$ cat src/rtl/gpi_debounce_pkg.sv
// Shared types and helpers for the general-purpose input debouncer.
// Holds the per-bit edge classification and the counter sizing rule.
package gpi_debounce_pkg;

  // Outcome of one bit's update on a clock edge.
  typedef enum logic [1:0] {
    EDGE_NONE = 2'd0,
    EDGE_RISE = 2'd1,
    EDGE_FALL = 2'd2
  } edge_e;

  // Counter width able to hold 0..cycles (the counter itself never passes cycles-1).
  function automatic int cnt_width(input int cycles);
    return $clog2(cycles + 1);
  endfunction

endpackage

$ cat src/rtl/gpi_debounce_bit.sv
// One debounced input bit: stability counter, stable level and edge pulses.
// The next-state pulses are also exported so the top can register changed_o in the same cycle.
module gpi_debounce_bit
  import gpi_debounce_pkg::*;
#(
  parameter int DebounceCycles = 50000,
  parameter int CntWidth       = cnt_width(DebounceCycles)
) (
  input  logic clk_sys_i,
  input  logic rst_sys_ni,
  input  logic sync_level,
  output logic level,
  output logic rise,
  output logic fall,
  output logic rise_next,
  output logic fall_next
);

  localparam logic [CntWidth-1:0] CntLast = CntWidth'(DebounceCycles - 1);

  logic                stable_reg;
  logic                stable_next;
  logic [CntWidth-1:0] cnt_reg;
  logic [CntWidth-1:0] cnt_next;
  logic                rise_reg;
  logic                fall_reg;
  edge_e               edge_next;

  // Counter only runs while the synchronised input disagrees with the stable level,
  // so a glitch that returns early clears it and never reaches the output.
  always_comb begin
    stable_next = stable_reg;
    cnt_next    = '0;
    edge_next   = EDGE_NONE;
    if (sync_level != stable_reg) begin
      if (cnt_reg == CntLast) begin
        stable_next = sync_level;
        edge_next   = sync_level ? EDGE_RISE : EDGE_FALL;
      end else begin
        cnt_next = cnt_reg + CntWidth'(1);
      end
    end
  end

  assign rise_next = (edge_next == EDGE_RISE);
  assign fall_next = (edge_next == EDGE_FALL);

  always_ff @(posedge clk_sys_i) begin
    if (!rst_sys_ni) begin
      stable_reg <= 1'b0;
      cnt_reg    <= '0;
      rise_reg   <= 1'b0;
      fall_reg   <= 1'b0;
    end else begin
      stable_reg <= stable_next;
      cnt_reg    <= cnt_next;
      rise_reg   <= rise_next;
      fall_reg   <= fall_next;
    end
  end

  assign level = stable_reg;
  assign rise  = rise_reg;
  assign fall  = fall_reg;

endmodule

$ cat src/rtl/gpi_debounce.sv
// Board switch conditioning: two-flop synchroniser per pin, then a per-bit debouncer.
// Produces clean levels plus registered rise/fall/changed pulses for edge capture.
module gpi_debounce
  import gpi_debounce_pkg::*;
#(
  parameter int Width          = 4,
  parameter int DebounceCycles = 50000
) (
  input  logic             clk_sys_i,
  input  logic             rst_sys_ni,
  input  logic [Width-1:0] gp_raw_i,
  output logic [Width-1:0] gp_o,
  output logic [Width-1:0] rise_o,
  output logic [Width-1:0] fall_o,
  output logic             changed_o
);

  localparam int CntWidth = cnt_width(DebounceCycles);

  // Local synchroniser rather than the library primitive, which resets asynchronously.
  (* ASYNC_REG = "TRUE" *) logic [Width-1:0] sync1_reg;
  (* ASYNC_REG = "TRUE" *) logic [Width-1:0] sync2_reg;

  logic [Width-1:0] rise_next;
  logic [Width-1:0] fall_next;
  logic             changed_reg;
  logic             changed_next;

  always_ff @(posedge clk_sys_i) begin
    if (!rst_sys_ni) begin
      sync1_reg <= '0;
      sync2_reg <= '0;
    end else begin
      sync1_reg <= gp_raw_i;
      sync2_reg <= sync1_reg;
    end
  end

  generate
    for (genvar gi = 0; gi < Width; gi++) begin : g_bit
      gpi_debounce_bit #(
        .DebounceCycles(DebounceCycles),
        .CntWidth      (CntWidth)
      ) u_bit (
        .clk_sys_i (clk_sys_i),
        .rst_sys_ni(rst_sys_ni),
        .sync_level(sync2_reg[gi]),
        .level     (gp_o[gi]),
        .rise      (rise_o[gi]),
        .fall      (fall_o[gi]),
        .rise_next (rise_next[gi]),
        .fall_next (fall_next[gi])
      );
    end
  endgenerate

  // Built from next-state pulses so changed_o lands on the same edge as gp_o.
  assign changed_next = |(rise_next | fall_next);

  always_ff @(posedge clk_sys_i) begin
    if (!rst_sys_ni) begin
      changed_reg <= 1'b0;
    end else begin
      changed_reg <= changed_next;
    end
  end

  assign changed_o = changed_reg;

endmodule

$ cat config.mk
export PLATFORM = sky130hd
export DESIGN_NAME = gpi_debounce
export DESIGN_NICKNAME = d
export VERILOG_FILES = /design/src/rtl/gpi_debounce_pkg.sv /design/src/rtl/gpi_debounce_bit.sv /design/src/rtl/gpi_debounce.sv
export SDC_FILE = /design/constraint.sdc
export NUM_CORES = 1
export LEC_CHECK = 0
export ABC_AREA = 0
export BUFFER_PORTS_ARGS = -buffer_cell sky130_fd_sc_hd__buf_2
export CAP_MARGIN = 20
export CORE_AREA = 2 2 96 98
export DETAILED_ROUTE_END_ITERATION = 10
export DIE_AREA = 0 0 98 100
export SLEW_MARGIN = 15
export SYNTH_ARGS = -nofsm -noshare
export SYNTH_HDL_FRONTEND = slang
export SYNTH_SLANG_ARGS = --single-unit
$ cat constraint.sdc
create_clock -name clk_sys_i -period 2.5 [get_ports clk_sys_i]
set_input_delay 0.25 -clock clk_sys_i [delete_from_list [all_inputs] [get_ports clk_sys_i]]
set_output_delay 0.25 -clock clk_sys_i [all_outputs]
set_load 0.02 [all_outputs]
==> flow_metrics.env <==
export IMPL_place_detailed_hpwl_microns=4540
export IMPL_via_per_inst=5.00
export IMPL_fmax_mhz=424
export IMPL_clk_insertion_delay_late_ns=0.35
export IMPL_cts_hold_buf=0
export IMPL_dp_cells=522
export IMPL_min_period_ns=2.36
export IMPL_yosys_top_cells_area="dfxtp_1 45%, xnor2_1 7.1%, nor2_1 6.8%"
export IMPL_hold_viol=0
export IMPL_grt_overflow=0
export IMPL_core_region_area_sq_um=8890
export IMPL_n_antenna_cell=0
export IMPL_synthMuxAreaShare_pct=1.05
export IMPL_ys_types=36
export IMPL_first_iter_violations=97
export IMPL_drc_errors=0
export IMPL_synth_common_cells="85 x dfxtp_1, 69 x nor2_1, 31 x xnor2_1, 27 x xor2_1"
export IMPL_synth_compound_area_share_pct=1.54
export IMPL_path_max_fanout=4
export IMPL_postCtsSetupRepairBufs=0
export IMPL_synth_top_family_by_area="simple AND/OR/NAND/NOR gates"
export IMPL_start_util_pct=42.9
export IMPL_post_dp_cell_area_sq_um=3930
export IMPL_pwr_density_cell_nw_per_um2=576
export IMPL_multiInputGateArea_sq_um=1900
export IMPL_ir_worst_vdd_v=0.000198
export IMPL_yosysMostFrequentCell="dfxtp_1"
export IMPL_fill_cells=869
export IMPL_grt_pass1_wl_microns=11500
export IMPL_post_synth_xor_area_fraction_pct=13.3
export IMPL_numClockSinks=85
export IMPL_syn_area_per_cell_sq_um=9.21
export IMPL_endpoint_kind="register"
export IMPL_track_usage_pct=14.3
export IMPL_synth_edf_count=0
export IMPL_cts_resized=0
export IMPL_synthCells=414
export IMPL_drive_gt1_share_pct=11.0
export IMPL_grt_pass1_vias=2557
export IMPL_antenna_found_initial=0
export IMPL_seq_area_frac_synth_pct=44.6
export IMPL_synth_flop_cell="dfxtp_1"
export IMPL_cts_buffers=9
export IMPL_post_drt_wl_per_cell_microns=12.2
export IMPL_final_cells=538
export IMPL_dieArea_sq_um=9800
export IMPL_cts_buffer_depth=2
export IMPL_htreeDepth=3
export IMPL_portBuffers=18
export IMPL_dieHeight_microns=100
export IMPL_final_area_sq_um=4120
export IMPL_fin_skew_ns=0.00674
export IMPL_cts_clk_slew_worst_paths_ns=0.08
export IMPL_postRouteAntennaNets=0
export IMPL_synth_largest_area_cell="dfxtp_1"
export IMPL_required_ns=2.77
export IMPL_cts_tree="built"
export IMPL_yosysWarnings=0
export IMPL_largest_register_ffs=64
export IMPL_firstDrtPassIters=6
export IMPL_drv_slew=0
export IMPL_root_buffer="clkbuf_8"
export IMPL_syn2layout_area_growth_pct=8.21
export IMPL_grt_max_degree=25
export IMPL_cp_arrival_ns=2.63
export IMPL_io_pins=19
export IMPL_synthAdderAreaFrac_pct=3.94
export IMPL_synth_async_reset_ratio_pct=0
export IMPL_whs_ns=0.108
export IMPL_maxSlewHeadroom_pct=57.1
export IMPL_worst_pin_slew_ns=0.641
export IMPL_start_kind="register"
export IMPL_fp_dieW_microns=98
export IMPL_place_gp_congestion=0.835
export IMPL_seqCellArea_sq_um=1700
export IMPL_synth_top_area_share_pct=44.6
export IMPL_rsz0062_at_grt="no"
export IMPL_netlist_area_sq_um=3810
export IMPL_worstSetupPathType="reg -> reg"
export IMPL_status="finished clean"
export IMPL_synth_fp_nets=432
export IMPL_utilization_pct=46.4
export IMPL_hold_class="in -> reg"
export IMPL_fin_crit_sh_pct=94.3
export IMPL_route_final_wire_length_microns=6570
export IMPL_yosys_register_bits=85
export IMPL_tns_ns=0
export IMPL_maxCapViolCount=0
export IMPL_vias=2689
export IMPL_leakage_nw=1.48
export IMPL_synth_simple_gate_area_share_pct=29.9
export IMPL_row_count=35
export IMPL_finalSetupViolCount=0
export IMPL_fin_nets=440
[metal layers]
metal  up-vias  part of all wire, %  global-route usage, %  wire, microns
met5         -                    0                      0              0
met4         0                  1.4                   5.98             94
met3        10                  3.8                   4.74            247
met2        34                   44                   22.7           2870
met1      1232                   51                   18.0           3360
li1       1413                    -                      -              -
[placed cells by master, fill, tap and decap left out, types with 4 or more instances in the layout]
cell type  synthesis  final
dfxtp_1           85     85
nor2_1            69     69
xnor2_1           31     31
xor2_1            27     27
nand3_1           23     23
nand4_1           23     23
and2_1            19     19
buf_2              2     18
inv_1             16     16
nand2_1           15     15
ha_1              12     12
nor4_1            11     11
clkbuf_8           0     10
and3_1             8      8
nor3_1             8      8
and4_1             5      5
buf_4             12      5
nor4bb_1           4      4
or3b_2             4      4
mux2i_1            4      4
[per-stage QoR]
| stage | power, mW | worst slack (ns) |
|---|---|---|
| finish | 2.38 | 0.143 |
| global route | 2.47 | 0.0525 |
| CTS | 2.41 | 0.137 |
| detailed placement | 1.43 | 0.162 |
| global placement | 1.43 | 0.215 |
| floorplan | 1.42 | 0.222 |
[power by group]
part	total (mW)	switching, mW	internal [mW]
logic	0.0298	0.0186	0.0112
clock network	0.981	0.494	0.487
registers	1.37	0.00547	1.36
[cells by family after synthesis]
group	count (synthesis)
multiplexers	4
adder cells (fa/ha/maj)	12
AO/OA/AOI/OAI	6
flip-flops	85
XOR/XNOR	58
AND/OR/NAND/NOR	207
buffers and inverters	42
[worst paths after layout]
kind	from	end	slack, ns	cells past startpoint
max	g_bit[3].u_bit.cnt_reg[5]	changed_o	0.14	5
min	gp_raw_i[1]	sync1_reg[1]	0.11	2
max reg2reg	g_bit[3].u_bit.cnt_reg[5]	changed_o	0.14	5
min reg2reg	sync1_reg[0]	sync2_reg[0]	0.43	1
[cell type report]
class | count | share of cell area [%]
Clock buffer | 10 | 3.34
Timing Repair Buffer | 23 | 3.09
Tap cell | 111 | 3.37
Multi-Input combinational cell | 287 | 46.0
Inverter | 16 | 1.46
Clock inverter | 6 | 1.49
Sequential cell | 85 | 41.3
[critical path, cell delays in order (launching register included)]
cell and delay, ns:
dfxtp_1 0.33, or4_1 0.53, or4_4 0.55, or3b_1 0.41, ha_1 0.31, a41oi_1 0.15
(Power assumes the default switching activity.)
